--- config.mk ---
export PLATFORM = sky130hd
export DESIGN_NAME = dmem_line_server
export DESIGN_NICKNAME = d
export VERILOG_FILES = /design/src/rtl/dmem_line_server.sv
export SDC_FILE = /design/constraint.sdc
export NUM_CORES = 2
export LEC_CHECK = 0
export CAP_MARGIN = 15
export CELL_PAD_IN_SITES_DETAIL_PLACEMENT = 1
export CELL_PAD_IN_SITES_GLOBAL_PLACEMENT = 1
export CORE_MARGIN = 10
export CORE_UTILIZATION = 47
export DETAILED_ROUTE_END_ITERATION = 7
export PLACE_DENSITY = 0.83
export REMOVE_ABC_BUFFERS = 1
export SETUP_SLACK_MARGIN = 0.1
export SYNTH_ARGS = -nofsm -noshare
export SYNTH_HDL_FRONTEND = slang
export SYNTH_SLANG_ARGS = --single-unit
--- constraint.sdc ---
create_clock -name clk -period 11.8 [get_ports clk]
set_input_delay 1.77 -clock clk [delete_from_list [all_inputs] [get_ports clk]]
set_output_delay 1.77 -clock clk [all_outputs]
set_load 0.05 [all_outputs]
--- src/rtl/dmem_line_server.sv ---
// rtl/dmem_line_server.sv - backing line memory serving cache refills and write-backs
// One refill in flight at a time; write-backs land every cycle regardless of state.
module dmem_line_server #(
  parameter int          LINES     = 16,
  parameter int          ADDR_W    = 4,
  parameter int          LINE_W    = 128,
  parameter int          LATENCY   = 3,
  parameter logic [15:0] CNT_RESET = 16'h0000
) (
  input  logic              clk,
  input  logic              rst,
  input  logic              rd_req,
  input  logic [ADDR_W-1:0] rd_addr,
  output logic [LINE_W-1:0] rd_line,
  output logic              rd_valid,
  input  logic              wb_we,
  input  logic [ADDR_W-1:0] wb_addr,
  input  logic [LINE_W-1:0] wb_line,
  output logic              busy,
  output logic [15:0]       rd_count,
  output logic [15:0]       wb_count,
  input  logic [ADDR_W-1:0] dbg_addr,
  output logic [LINE_W-1:0] dbg_line
);

  typedef enum logic [1:0] {IDLE, WAIT, RESP} state_t;

  localparam logic [3:0] CNT_START = 4'(LATENCY - 1);

  state_t            state;
  logic [3:0]        cnt;
  logic [ADDR_W-1:0] req_addr;
  logic [LINE_W-1:0] mem [LINES];
  logic [ADDR_W-1:0] load_addr;
  logic [LINE_W-1:0] load_line;

  // IDLE only loads directly when LATENCY==1; a same-edge write-back wins.
  assign load_addr = (state == IDLE) ? rd_addr : req_addr;
  assign load_line = (wb_we && (wb_addr == load_addr)) ? wb_line : mem[load_addr];
  assign dbg_line  = mem[dbg_addr];

  always_ff @(posedge clk) begin
    if (!rst && wb_we) begin
      mem[wb_addr] <= wb_line;
    end
  end

  always_ff @(posedge clk) begin
    if (rst) begin
      state    <= IDLE;
      cnt      <= 4'd0;
      req_addr <= '0;
      rd_valid <= 1'b0;
      rd_line  <= '0;
      busy     <= 1'b0;
      rd_count <= CNT_RESET;
      wb_count <= CNT_RESET;
    end else begin
      rd_valid <= 1'b0;
      if (wb_we && (wb_count != 16'hFFFF)) begin
        wb_count <= wb_count + 16'd1;
      end
      case (state)
        IDLE: begin
          if (rd_req) begin
            req_addr <= rd_addr;
            busy     <= 1'b1;
            if (rd_count != 16'hFFFF) begin
              rd_count <= rd_count + 16'd1;
            end
            if (LATENCY == 1) begin
              state    <= RESP;
              rd_valid <= 1'b1;
              rd_line  <= load_line;
            end else begin
              state <= WAIT;
              cnt   <= CNT_START;
            end
          end
        end
        WAIT: begin
          if (cnt > 4'd1) begin
            cnt <= cnt - 4'd1;
          end else begin
            state    <= RESP;
            rd_valid <= 1'b1;
            rd_line  <= load_line;
          end
        end
        RESP: begin
          state <= IDLE;
          busy  <= 1'b0;
        end
        default: begin
          state <= IDLE;
          busy  <= 1'b0;
        end
      endcase
    end
  end

endmodule

==> report_table.html <==
<table>
<tr><th>Metric</th><th>Value</th></tr>
<tr><th colspan="2">Synthesis</th></tr>
<tr><td>Share of synthesized area spent on multiplexers</td><td>approximately 19%</td></tr>
<tr><td>Area of the mapped netlist</td><td>about 100000 um2</td></tr>
<tr><td>Synth Area per Inst</td><td>~15 um2</td></tr>
<tr><td>Main combinational cell family by area after synthesis</td><td>multiplexers</td></tr>
<tr><td>Share of the synthesized area in compound gates (AO/OA/AOI/OAI)</td><td>around 6.3%</td></tr>
<tr><td>Count of state elements after synthesis</td><td>approximately 2200</td></tr>
<tr><td>Main flop type after synthesis</td><td>edfxtp_1</td></tr>
<tr><td>Cell count after synthesis</td><td>approximately 6600</td></tr>
<tr><td>Adder-cell share of the synthesized area</td><td>less than 1%</td></tr>
<tr><td>Cell variety after synth</td><td>between 50 and 60</td></tr>
<tr><td>Xor/xnor share of the synthesized area</td><td>less than 1%</td></tr>
<tr><td>Number of flops mapped to enable cells by yosys</td><td>~2000</td></tr>
<tr><td>Synthesis warning total</td><td>0</td></tr>
<tr><td>Cell types occupying the most area after synthesis</td><td>edfxtp_1 (61%), mux4_2 (14%), mux2i_1 (4.9%)</td></tr>
<tr><td>Async S/R FF share, synth</td><td>0%</td></tr>
<tr><td>Seq/Total Area, Yosys</td><td>64.9%</td></tr>
<tr><td>Simple-gate share of the synthesized area</td><td>a little over 7%</td></tr>
<tr><td>Post-synth top area share</td><td>between 60% and 70%</td></tr>
<tr><td>Area leader, netlist</td><td>edfxtp_1</td></tr>
<tr><th colspan="2">Placed design</th></tr>
<tr><td>Placed instance count</td><td>~9500</td></tr>
<tr><td>Detailed Place HPWL</td><td>between 150000 and 200000 um</td></tr>
<tr><td>GPL Wtd Cong</td><td>0.816</td></tr>
<tr><td>Post-place setup slack</td><td>between 4 and 5 ns</td></tr>
<tr><td>Number of port buffers</td><td>roughly 430</td></tr>
<tr><th colspan="2">Layout</th></tr>
<tr><td>Post-route non-filler standard cell count</td><td>~10000</td></tr>
<tr><td>Share of layout cells above drive strength 1</td><td>16.4%</td></tr>
<tr><td>Leading cell type in the layout, fill and taps excluded</td><td>edfxtp_1</td></tr>
<tr><td>Layout overhead on the synthesized area</td><td>15.1%</td></tr>
<tr><td>Count of nets after finishing</td><td>between 7000 and 8000</td></tr>
<tr><td>Fillcell total</td><td>slightly below 20000</td></tr>
<tr><td>Commonest non-fill, non-tap cells in the layout</td><td>edfxtp_1 (2048), nand2_1 (850), mux4_2 (637)</td></tr>
<tr><td>Area used by multi-input combinational logic</td><td>approximately 33000 um2</td></tr>
<tr><td>Register Area</td><td>roughly 65000 um2</td></tr>
<tr><th colspan="2">Timing</th></tr>
<tr><td>Final setup skew</td><td>0.0647 ns</td></tr>
<tr><td>Final setup TNS</td><td>0 ns</td></tr>
<tr><td>Final-report hold violation count</td><td>0</td></tr>
<tr><td>Worst hold margin</td><td>0.452 ns</td></tr>
<tr><td>Final WS setup</td><td>4.31 ns</td></tr>
<tr><td>Final worst path period need</td><td>between 7 and 8 ns</td></tr>
<tr><td>Worst-margin pin slew</td><td>between 1 and 1.5 ns</td></tr>
<tr><td>F_max</td><td>between 0.1 and 0.15 GHz</td></tr>
<tr><td>Max-Slew Margin vs Limit</td><td>18.0%</td></tr>
<tr><td>Count of final max-slew check failures</td><td>0</td></tr>
<tr><td>Unrepaired setup endpoints after global routing</td><td>false</td></tr>
<tr><td>Setup-failing EPs final</td><td>0</td></tr>
<tr><td>Crit share post-route</td><td>between 60% and 70%</td></tr>
<tr><th colspan="2">Global routing</th></tr>
<tr><td>Global-route wire length before repair</td><td>519000 um</td></tr>
<tr><td>Total GRT Usage</td><td>30.3%</td></tr>
<tr><td>Antenna violations before repair</td><td>41</td></tr>
<tr><td>Remaining global-route overflow</td><td>0</td></tr>
<tr><td>Maximum number of pins on one net before global-route repair</td><td>158</td></tr>
<tr><td>Vias in the first global route</td><td>approximately 74000</td></tr>
<tr><th colspan="2">Setup path</th></tr>
<tr><td>Cell depth of the worst flop-to-flop path</td><td>11</td></tr>
<tr><td>Required time reported for the critical path endpoint</td><td>approximately 10 ns</td></tr>
<tr><td>Cell chain of the critical path</td><td>buf_8 -&gt; buf_4 -&gt; buf_4 -&gt; mux4_2 -&gt; mux4_2 -&gt; clkdlybuf4s50_1</td></tr>
<tr><td>CP peak stage delay</td><td>0.83 ns</td></tr>
<tr><td>Family of cells with the greatest summed delay on the critical path</td><td>buffers and inverters</td></tr>
<tr><td>Arrival time at the worst endpoint</td><td>about 5.7 ns</td></tr>
<tr><td>Number of logic stages on the critical path including buffering</td><td>6</td></tr>
<tr><td>Crit path buffers/inverters</td><td>4</td></tr>
<tr><td>Highest-delay cell along the critical path</td><td>clkdlybuf4s50_1</td></tr>
<tr><td>Class of the most critical setup path</td><td>in -&gt; out</td></tr>
<tr><td>Worst Path Max Fanout</td><td>~90</td></tr>
<tr><td>Type of destination of the critical path</td><td>primary output</td></tr>
<tr><td>Startpoint types</td><td>input pin</td></tr>
<tr><th colspan="2">Clocking</th></tr>
<tr><td>Clock Path Buffers</td><td>3</td></tr>
<tr><td>Post-CTS resize count</td><td>0</td></tr>
<tr><td>Number of setup buffers added after CTS</td><td>0</td></tr>
<tr><td>Clock edge transition at the registers on the reported setup and hold paths</td><td>about 0.060 ns</td></tr>
<tr><td>Num Clock Sinks</td><td>roughly 2200</td></tr>
<tr><td>TritonCTS Buffers</td><td>approximately 230</td></tr>
<tr><td>Cell at the root of the clock tree</td><td>clkbuf_16</td></tr>
<tr><td>Htree depth</td><td>4</td></tr>
<tr><td>Clock tree from TritonCTS</td><td>built</td></tr>
<tr><td>Count of hold-fix buffers inserted at cts</td><td>0</td></tr>
<tr><td>Worst-skew pair later-pin latency</td><td>0.91 ns</td></tr>
<tr><th colspan="2">Route</th></tr>
<tr><td>WL/cell</td><td>36.5 um</td></tr>
<tr><td>Post-route ant nets</td><td>0</td></tr>
<tr><td>Post-Route WL</td><td>between 300000 and 400000 um</td></tr>
<tr><td>Number of remaining DRC errors</td><td>0</td></tr>
<tr><td>Pre-Repair DR Iteration Count</td><td>6</td></tr>
<tr><td>Vias</td><td>roughly 69000</td></tr>
<tr><td>1st-iter DRT viols</td><td>between 9000 and 10000</td></tr>
<tr><td>Ratio of routed vias to standard cells</td><td>between 6 and 7</td></tr>
<tr><th colspan="2">Die</th></tr>
<tr><td>Io pins</td><td>about 430</td></tr>
<tr><td>Die area</td><td>~230000 um2</td></tr>
<tr><td>Initial cell density of the core</td><td>a little under half</td></tr>
<tr><td>Floorplan row count</td><td>approximately 170</td></tr>
<tr><td>Std-Cell Core Area</td><td>212000 um2</td></tr>
<tr><td>Die X</td><td>482 um</td></tr>
<tr><td>Chip height</td><td>482 um</td></tr>
<tr><th colspan="2">Worst hold path</th></tr>
<tr><td>Worst hold-check path type</td><td>reg -&gt; reg</td></tr>
<tr><td>Min-Delay Path Depth</td><td>2</td></tr>
<tr><th colspan="2">Power and ir drop</th></tr>
<tr><td>Static leakage power</td><td>approximately 38 nW</td></tr>
<tr><td>Power density of the placed cells</td><td>between 150 and 200 nW/um2</td></tr>
<tr><td>Max IR drop VDD</td><td>between 150 and 200 uV</td></tr>
<tr><td>Pwr Total</td><td>19.9 mW</td></tr>
<tr><th colspan="2">Run status</th></tr>
<tr><td>Status</td><td>complete, no violations</td></tr>
<tr><th colspan="2">Job</th></tr>
<tr><td>Max-cap viol count</td><td>0</td></tr>
</table>
-- tightest hold or removal path, delay by kind of cell (launching register included) --
family          cells  cell delay, ns
flops               1            0.31
compound gates      1            0.05
simple gates        1            0.05
-- area by class of cell --
cell class | instances | area share, %
Tap cell | 2821 | 3.06
Inverter | 8 | 0.0260
Clock inverter | 120 | 1.20
Clock buffer | 314 | 5.53
Timing Repair Buffer | 549 | 4.82
Multi-Input combinational cell | 3860 | 29.0
Sequential cell | 2220 | 56.3
Antenna cell | 25 | 0.0543
-- per-stage QoR --
| step | cell area [um2] | utilization, % |
|---|---|---|
| 2_1_floorplan | 98000 | - |
| 3_3_place_gp | 107000 | 50.7 |
| 3_5_place_dp | 107000 | 50.7 |
| 4_1_cts | 115000 | 54.3 |
| 5_1_grt | 115000 | 54.3 |
| 6_report | 115000 | 54.4 |
-- sequential cells by signal, indices dropped and copies added (netlist names) --
register,count
wb_count,16
rd_valid,1
busy,1
rd_count,16
state,2
cnt,4
req_addr,4
rd_line,128
mem,2048
-- metal layers --
layer / part of all wire, % / wire [um] / up-vias / track usage (%)
met5: 0.086 / 310 / - / 0
met4: 5.6 / 20400 / 42 / 17.0
met3: 12 / 44600 / 1322 / 7.48
met2: 48 / 173000 / 5423 / 49.3
met1: 34 / 123000 / 35600 / 37.2
li1: - / - / 26900 / -
-- power breakdown --
part | internal, mW | switching [mW]
registers | 8.76 | 0.139
logic | 1.09 | 2.40
clock network | 4.27 | 3.24
total | 14.1 | 5.78
-- path summary, 6_finish.rpt --
| kind | from | to | slack, ns |
|---|---|---|---|
| max | dbg_addr[0] | dbg_line[92] | 4.31 |
| min reg2reg | rd_line[79]$_SDFFE_PP0P_ | rd_line[79]$_SDFFE_PP0P_ | 0.45 |
| max reg2reg | state[1]$_SDFFE_PP0P_ | rd_line[13]$_SDFFE_PP0P_ | 6.10 |
| min | rd_line[79]$_SDFFE_PP0P_ | rd_line[79]$_SDFFE_PP0P_ | 0.45 |
-- cells by family after synthesis --
group,count (synthesis)
buf+inv,531
fa+ha+maj,4
mux,1128
simple gates,1631
compound gates,1067
xor+xnor,30
flops,2220
-- Yosys cell counts (all sizes together) (2+ instances only) --
| cell type | number |
|---|---|
| edfxtp | 2048 |
| nand2 | 860 |
| mux4 | 637 |
| mux2i | 489 |
| a21oi | 390 |
| nor2 | 367 |
| clkbuf | 361 |
| o21ai | 254 |
| o22ai | 185 |
| dfxtp | 172 |
| buf | 162 |
| nor4 | 127 |
| nor3 | 73 |
| nand4 | 68 |
| a31oi | 65 |
| a221o | 64 |
| or4 | 62 |
| a32oi | 60 |
| nor2b | 18 |
| xor2 | 17 |
| nand3 | 16 |
| a211oi | 14 |
| xnor2 | 13 |
| o32ai | 11 |
| nand2b | 10 |
| and3 | 8 |
| inv | 8 |
| o221ai | 6 |
| or3 | 5 |
| a22oi | 4 |
| ha | 4 |
| o31ai | 4 |
| and2 | 3 |
| and4 | 3 |
| nand3b | 3 |
| or2 | 3 |
| mux2 | 2 |
| o21a | 2 |
No activity file was read; power rests on OpenSTA's default activity.
